==> config.mk <==
export PLATFORM = sky130hd
export DESIGN_NAME = demux_stream_1to4
export DESIGN_NICKNAME = d
export VERILOG_FILES = /design/src/rtl/demux_pkg.sv /design/src/rtl/demux_out_slice.sv /design/src/rtl/demux_stream_1to4.sv
export SDC_FILE = /design/constraint.sdc
export NUM_CORES = 1
export LEC_CHECK = 0
export CELL_PAD_IN_SITES_DETAIL_PLACEMENT = 1
export CELL_PAD_IN_SITES_GLOBAL_PLACEMENT = 1
export CORE_ASPECT_RATIO = 2
export CORE_UTILIZATION = 33
export DETAILED_ROUTE_END_ITERATION = 10
export GPL_TIMING_DRIVEN = 0
export MAX_ROUTING_LAYER = met4
export PLACE_DENSITY_LB_ADDON = 0.08
export SYNTH_ARGS = -nofsm -noshare
export SYNTH_HDL_FRONTEND = slang
export SYNTH_SLANG_ARGS = --single-unit
==> constraint.sdc <==
create_clock -name clk -period 1.23 [get_ports clk]
set_input_delay 0.246 -clock clk [delete_from_list [all_inputs] [get_ports clk]]
set_output_delay 0.246 -clock clk [all_outputs]
set_load 0.02 [all_outputs]
==> src/rtl/demux_pkg.sv <==
// Shared constants and types for the 1-to-4 stream demultiplexer.
package demux_pkg;
    localparam int NUM_OUT = 4;
    localparam int SEL_W   = 2;

    typedef logic [SEL_W-1:0] sel_t;
endpackage

==> src/rtl/demux_out_slice.sv <==
// One-entry valid/ready register slice feeding a single demux output.
// A load and a drain in the same cycle replace the held word, so the slice
// sustains one word per cycle with no bubble.
module demux_out_slice #(
    parameter int DATA_W = 8
) (
    input  logic              clk,
    input  logic              rst,
    input  logic              load,
    input  logic              drain,
    input  logic [DATA_W-1:0] din,
    output logic              full,
    output logic [DATA_W-1:0] data
);

    // Occupancy: set on load, cleared on drain unless refilled in the same cycle.
    always_ff @(posedge clk) begin
        if (rst)
            full <= 1'b0;
        else if (load)
            full <= 1'b1;
        else if (drain)
            full <= 1'b0;
    end

    // Data holds unless loaded; the top never loads a slice that is stalled full.
    always_ff @(posedge clk) begin
        if (rst)
            data <= '0;
        else if (load)
            data <= din;
    end

endmodule

==> src/rtl/demux_stream_1to4.sv <==
// 1-to-4 stream demultiplexer with a registered one-entry slice per output.
// Optional feature macro: DEMUX_COUNT_EN adds per-output transfer counters
// on the out_cnt port.
module demux_stream_1to4
    import demux_pkg::*;
#(
    parameter int DATA_W = 8,
    parameter int CNT_W  = 16
) (
    input  logic                      clk,
    input  logic                      rst,
    input  logic                      in_valid,
    output logic                      in_ready,
    input  sel_t                      in_sel,
    input  logic [DATA_W-1:0]         in_data,
    output logic [NUM_OUT-1:0]        out_valid,
    input  logic [NUM_OUT-1:0]        out_ready,
`ifdef DEMUX_COUNT_EN
    output logic [NUM_OUT*CNT_W-1:0]  out_cnt,
`endif
    output logic [NUM_OUT*DATA_W-1:0] out_data
);

    logic [NUM_OUT-1:0] full;
    logic [NUM_OUT-1:0] load;
    logic [NUM_OUT-1:0] drain;
    logic               in_fire;

    // Input acceptance looks only at the addressed slice, so a stalled output
    // blocks only words routed to it. out_ready feeds through combinationally.
    always_comb begin
        in_ready = !full[in_sel] || out_ready[in_sel];
        in_fire  = in_valid && in_ready;
    end

    // Select decode and per-output drain handshakes.
    always_comb begin
        load  = '0;
        drain = full & out_ready;
        if (in_fire)
            load[in_sel] = 1'b1;
    end

    assign out_valid = full;

    genvar i;
    generate
        for (i = 0; i < NUM_OUT; i++) begin : g_slice
            demux_out_slice #(.DATA_W(DATA_W)) u_slice (
                .clk   (clk),
                .rst   (rst),
                .load  (load[i]),
                .drain (drain[i]),
                .din   (in_data),
                .full  (full[i]),
                .data  (out_data[i*DATA_W +: DATA_W])
            );
        end
    endgenerate

`ifdef DEMUX_COUNT_EN
    logic [NUM_OUT-1:0][CNT_W-1:0] cnt;

    // Per-output handshake counters, wrapping naturally at 2^CNT_W.
    always_ff @(posedge clk) begin
        if (rst)
            cnt <= '0;
        else
            for (int k = 0; k < NUM_OUT; k++)
                if (drain[k])
                    cnt[k] <= cnt[k] + 1'b1;
    end

    assign out_cnt = cnt;
`else
    // Counter width only matters when counters are built.
    if (CNT_W < 1) begin : g_cnt_w_unused
    end
`endif

endmodule

### Yosys cells after proc, flatten, opt, wreduce, memory -nomap -nowiden

Index checks and enable logic that the tools add are counted.

| operators by class | value |
|---|---|
| magnitude comparators | 2 |
| reductions and logical operators | 8 |
| bitwise logic cells | 1 |
| multiplexer cells | 15 |

Operator list:

| cell | count |
|---|---|
| 1-bit 2-to-1 mux | 11 |
| 2-bit nonzero test | 4 |
| 4-bit bitwise AND | 1 |
| 1-bit binary-select mux with 2-bit select | 2 |
| 4-bit 2-to-1 mux | 1 |
| 2-bit by 3-bit < comparator with 1-bit output, second input constant | 1 |
| 1-bit demux with 2-bit select | 1 |
| 2-bit by 1-bit greater-or-equal comparator with 1-bit output, second input constant | 1 |
| 1-bit logical AND | 2 |
| 1-bit logical NOT | 1 |
| 1-bit logical OR | 1 |

| storage, ports and cells | value |
|---|---|
| register bits | 36 |
| word-level logic and storage cells | 34 |

### Logic depth before layout (Yosys ltp)

| logic depth | value |
|---|---|
| depth after elaboration | 7 |
| gate-level depth with buffers | 4 |
| depth with buffers taken out | 3 |

### Cells and area by module

A second synthesis with hierarchy kept.

| second synthesis, totals | value |
|---|---|
| cell total of the unflattened synthesis | 133 |
| area total of the unflattened synthesis | 1,415.1 µm² |

Modules (own cells, without submodules):

| module | area each (µm²) | cells an instance | times used | sequential area each (µm²) |
|---|---|---|---|---|
| demux_out_slice | 321.6 | 30 | 4 | 180.2 |
| demux_stream_1to4 | 128.9 | 13 | 1 | 0.0 |

### Least setup slack after synthesis

OpenSTA, ideal clock, no wires.

| path | value |
|---|---|
| path type | input -> output |
| from | input port out_ready[3] |
| to | output port in_ready |
| stages | 2 |
| path slack | 0.052 ns |
| buffers on the path | 0 |
| data required time | 0.984 ns |
| arrival | 0.932 ns |
| cells stage by stage | nand2b_1 > mux4_2 |

| between the ends | value |
|---|---|
| word-level cells in the longest chain between the ends | 3 |

Ends and longest elaborated chain:

| element | RTL line | source |
|---|---|---|
| from (decl) | demux_stream_1to4.sv:17 | `input logic [NUM_OUT-1:0] out_ready,` |
| 1-bit binary-select mux with 2-bit select | demux_stream_1to4.sv:32 | `in_ready = !full[in_sel] \|\| out_ready[in_sel];` |
| 1-bit 2-to-1 mux (implied by the code) | demux_stream_1to4.sv:32 |  |
| 1-bit logical OR | demux_stream_1to4.sv:32 |  |
| to (decl) | demux_stream_1to4.sv:13 | `output logic in_ready,` |

No other way between the ends. The select of a mux whose other input is x is not followed.

### Worst setup path after layout

| path | value |
|---|---|
| from | register g_slice[3].u_slice.full |
| to | output port in_ready |

| between the ends | value |
|---|---|
| word-level cells in the longest chain between the ends | 4 |

Ends and longest elaborated chain:

| element | RTL line | source |
|---|---|---|
| from (decl) | demux_out_slice.sv:12 | `output logic full,` |
| from (signal assigned) | demux_out_slice.sv:19 | `full <= 1'b0;` |
| from (signal assigned) | demux_out_slice.sv:21 | `full <= 1'b1;` |
| from (signal assigned) | demux_out_slice.sv:23 | `full <= 1'b0;` |
| 1-bit binary-select mux with 2-bit select | demux_stream_1to4.sv:32 |  |
| 1-bit 2-to-1 mux (implied by the code) | demux_stream_1to4.sv:32 |  |
| 1-bit logical NOT | demux_stream_1to4.sv:32 |  |
| 1-bit logical OR | demux_stream_1to4.sv:32 |  |

No other way between the ends. The select of a mux whose other input is x is not followed.

==> flow_metrics.env <==
export IMPL_grt_usage_pct=18.6
export IMPL_skew_ps=6.85
export IMPL_ios=54
export IMPL_holdCritStartpoint="out_ready[3]"
export IMPL_startpoint_type="flip-flop"
export IMPL_r2r_end="g_slice[0].u_slice.full$_SDFFE_PP0P_"
export IMPL_die_w_um=49.7
export IMPL_postSynthAreaPerCell_um2=11.1
export IMPL_clkTransAtPathRegs_ps=70
export IMPL_clockRootBuffer="clkbuf_8"
export IMPL_grt_pass1_wl_mm=6.43
export IMPL_worstSkewPairLatency_ps=280
export IMPL_yosys_warnings=0
export IMPL_crit_reg2reg_launch="g_slice[0].u_slice.full$_SDFFE_PP0P_"
export IMPL_timing_hold_ws_ps=472
export IMPL_syn_nets=152
export IMPL_area_growth_pct=51.0
export IMPL_rsz0062_at_grt="true"
export IMPL_dp_hpwl_mm=2.99
export IMPL_worst_slew_pin_slew_ps=305
export IMPL_core_area_um2=4340
export IMPL_nNetsFinal=217
export IMPL_antenna_found_initial=0
export IMPL_synth_xor_area_share_pct=0
export IMPL_grt_max_degree=12
export IMPL_end_kind="primary output"
export IMPL_criticalPathCategory="flip-flop to primary output"
export IMPL_fin_crit_sh_pct=127
export IMPL_min_period_ps=1560
export IMPL_synth_cell_types=14
export IMPL_core_rowCount=34
export IMPL_maxCapViolCount=0
export IMPL_ant_nets=0
export IMPL_peakVddDrop_v=0.000833
export IMPL_syn_area_um2=1500
export IMPL_wl_per_cell_um=16.2
export IMPL_ys_seq_elements=36
export IMPL_synth_simple_area_share_pct=23.6
export IMPL_start_util_pct=34.6
export IMPL_p_leak_nw=1.07
export IMPL_r2r_slack_ps=0
export IMPL_power_density_nw_per_um2=1080
export IMPL_cts_tree="yes"
export IMPL_crit_fanout=2
export IMPL_die_height_um=97.4
export IMPL_cp_required_ps=980
export IMPL_synth_cells=135
export IMPL_slew_headroom_pct=79.7
export IMPL_cts_buffers=5
export IMPL_fillers=503
export IMPL_grt_pass1_vias=1321
export IMPL_arrival_ps=1320
export IMPL_rr_worst_depth=4
export IMPL_synth_area_mux_share_pct=22.9
export IMPL_vias=1210
export IMPL_finalSetupViolCount=2
export IMPL_synth_compound_area_share_pct=1.33
export IMPL_htree_num_levels=2
export IMPL_ys_seq_area_share_pct=48.0
export IMPL_routed_wl_mm=4.13
export IMPL_drc_errors=0
export IMPL_cts_buffer_depth=2
export IMPL_cts_num_sinks=36
export IMPL_failed_checks="negative setup slack"
export IMPL_min_path_type="primary input to flip-flop"
export IMPL_whs_endpoint="g_slice[3].u_slice.full$_SDFFE_PP0P_"
export IMPL_p_total_mw=2.46
export IMPL_drv_slew=0
export IMPL_hold_depth=4
export IMPL_synth_top_family_by_area="simple AND/OR/NAND/NOR gates"
export IMPL_die_area_um2=4840
export IMPL_portBuffers=53
export IMPL_fin_util_pct=52.2
export IMPL_outcome="finished, violations left"
export IMPL_fmax_mhz=640
export IMPL_drtIter0Drc=4
export IMPL_drtPass1Iterations=3
export IMPL_synth_fa_ha_area_share_pct=0
export IMPL_drive_gt1_share_pct=24.9
export IMPL_setup_slack_ps=-334
export IMPL_n_antenna_cell=0
export IMPL_grt_ovfl_total=0
export IMPL_dp_slack_ps=-1000
export IMPL_hold_violations=0
export IMPL_routabilityCongestion=0.712
export IMPL_vias_per_cell=4.75
==> cells in the final DEF (no fill, tap or decap), types with 4 or more instances in the layout <==
| cell type | count |
|---|---|
| mux2i_1 | 31 |
| buf_4 | 10 |
| nand2b_4 | 6 |
| dlygate4sd2_1 | 10 |
| a21oi_1 | 4 |
| clkdlybuf4s15_1 | 23 |
| clkdlybuf4s50_1 | 8 |
| clkbuf_8 | 6 |
| dfxtp_1 | 32 |
| clkbuf_2 | 8 |
| nand2b_1 | 39 |
==> power by group <==
group | leakage [nW] | internal [mW] | total (mW) | switching [mW]
Combinational | 0.728 | 0.184 | 0.360 | 0.177
Sequential | 0.295 | 1.21 | 1.23 | 0.0255
Clock | 0.0510 | 0.447 | 0.863 | 0.416
==> flip-flops by register name, summed over array words and instances, names as in the netlist <==
name / flops
g_slice.u_slice.full: 4
g_slice.u_slice.data: 32
==> worst max-delay path by stage <==
| stage | endpoint | start | cells after the start |
|---|---|---|---|
| after global placement | in_ready | in_sel[1] | 3 |
| after floorplan | in_ready | out_ready[3] | 2 |
| after global routing | in_ready | g_slice[3].u_slice.full$_SDFFE_PP0P_ | 3 |
| final | in_ready | g_slice[3].u_slice.full$_SDFFE_PP0P_ | 3 |
| after detailed placement | in_ready | in_sel[1] | 3 |
| after CTS | in_ready | g_slice[3].u_slice.full$_SDFFE_PP0P_ | 3 |
==> timing repair <==
item,in CTS,in global routing
gates resized for setup,83,39
setup endpoints to repair,71,49
setup buffers,5,0
pin swaps,2,0
hold buffers,0,0
==> cell type report <==
| cell class | instances | area (um2) | area share, % |
|---|---|---|---|
| Multi-Input combinational cell | 88 | 767 | 33.9 |
| Clock buffer | 6 | 82.6 | 3.65 |
| Timing Repair Buffer | 58 | 528 | 23.3 |
| Buffer | 11 | 81.3 | 3.59 |
| Sequential cell | 36 | 728 | 32.2 |
| Clock inverter | 2 | 10.0 | 0.442 |
| Tap cell | 54 | 67.6 | 2.98 |
==> stage by stage <==
step	std cells	TNS [ps]	instance area (um2)
3_3_place_gp	242	-13760	2100
4_1_cts	255	-360	2250
5_1_grt	255	-556	2260
2_1_floorplan	135	0	1500
6_report	255	-362	2260
3_5_place_dp	242	-15160	2100
==> synthesized netlist by cell type <==
cell type / instances / share of area [%]
clkbuf_1: 4 / 1.0
buf_2: 2 / 0.67
nor3_4: 1 / 1.1
a21oi_1: 4 / 1.3
nand2b_4: 1 / 0.92
or3_4: 1 / 0.75
dfxtp_1: 36 / 48
mux4_2: 1 / 1.5
mux2i_1: 32 / 21
nand4b_1: 2 / 1.2
nor2b_4: 1 / 0.92
nand4_1: 1 / 0.42
nand2b_1: 44 / 18
buf_4: 5 / 2.5
==> metal layers <==
| layer | wire, um | vias up | track usage, % |
|---|---|---|---|
| li1 | - | 577 | - |
| met2 | 2400 | 36 | 35.1 |
| met1 | 1480 | 591 | 17.2 |
| met4 | 72 | 0 | 7.47 |
| met5 | 0 | - | - |
| met3 | 178 | 6 | 3.76 |
==> worst max-delay path, cell delays in order, from the launching register on <==
cell and delay, ps:
dfxtp_2 350, nand2b_4 60, mux4_2 480, buf_6 150
==> kinds of logic (layout without fill, tap and decap cells) <==
kind of cell,Yosys count,count (layout)
buffers and inverters,11,77
flip-flops,36,36
multiplexers,33,33
AND/OR/NAND/NOR,51,51
AO/OA/AOI/OAI,4,4
Note: power is estimated with default switching activity, not from simulation.
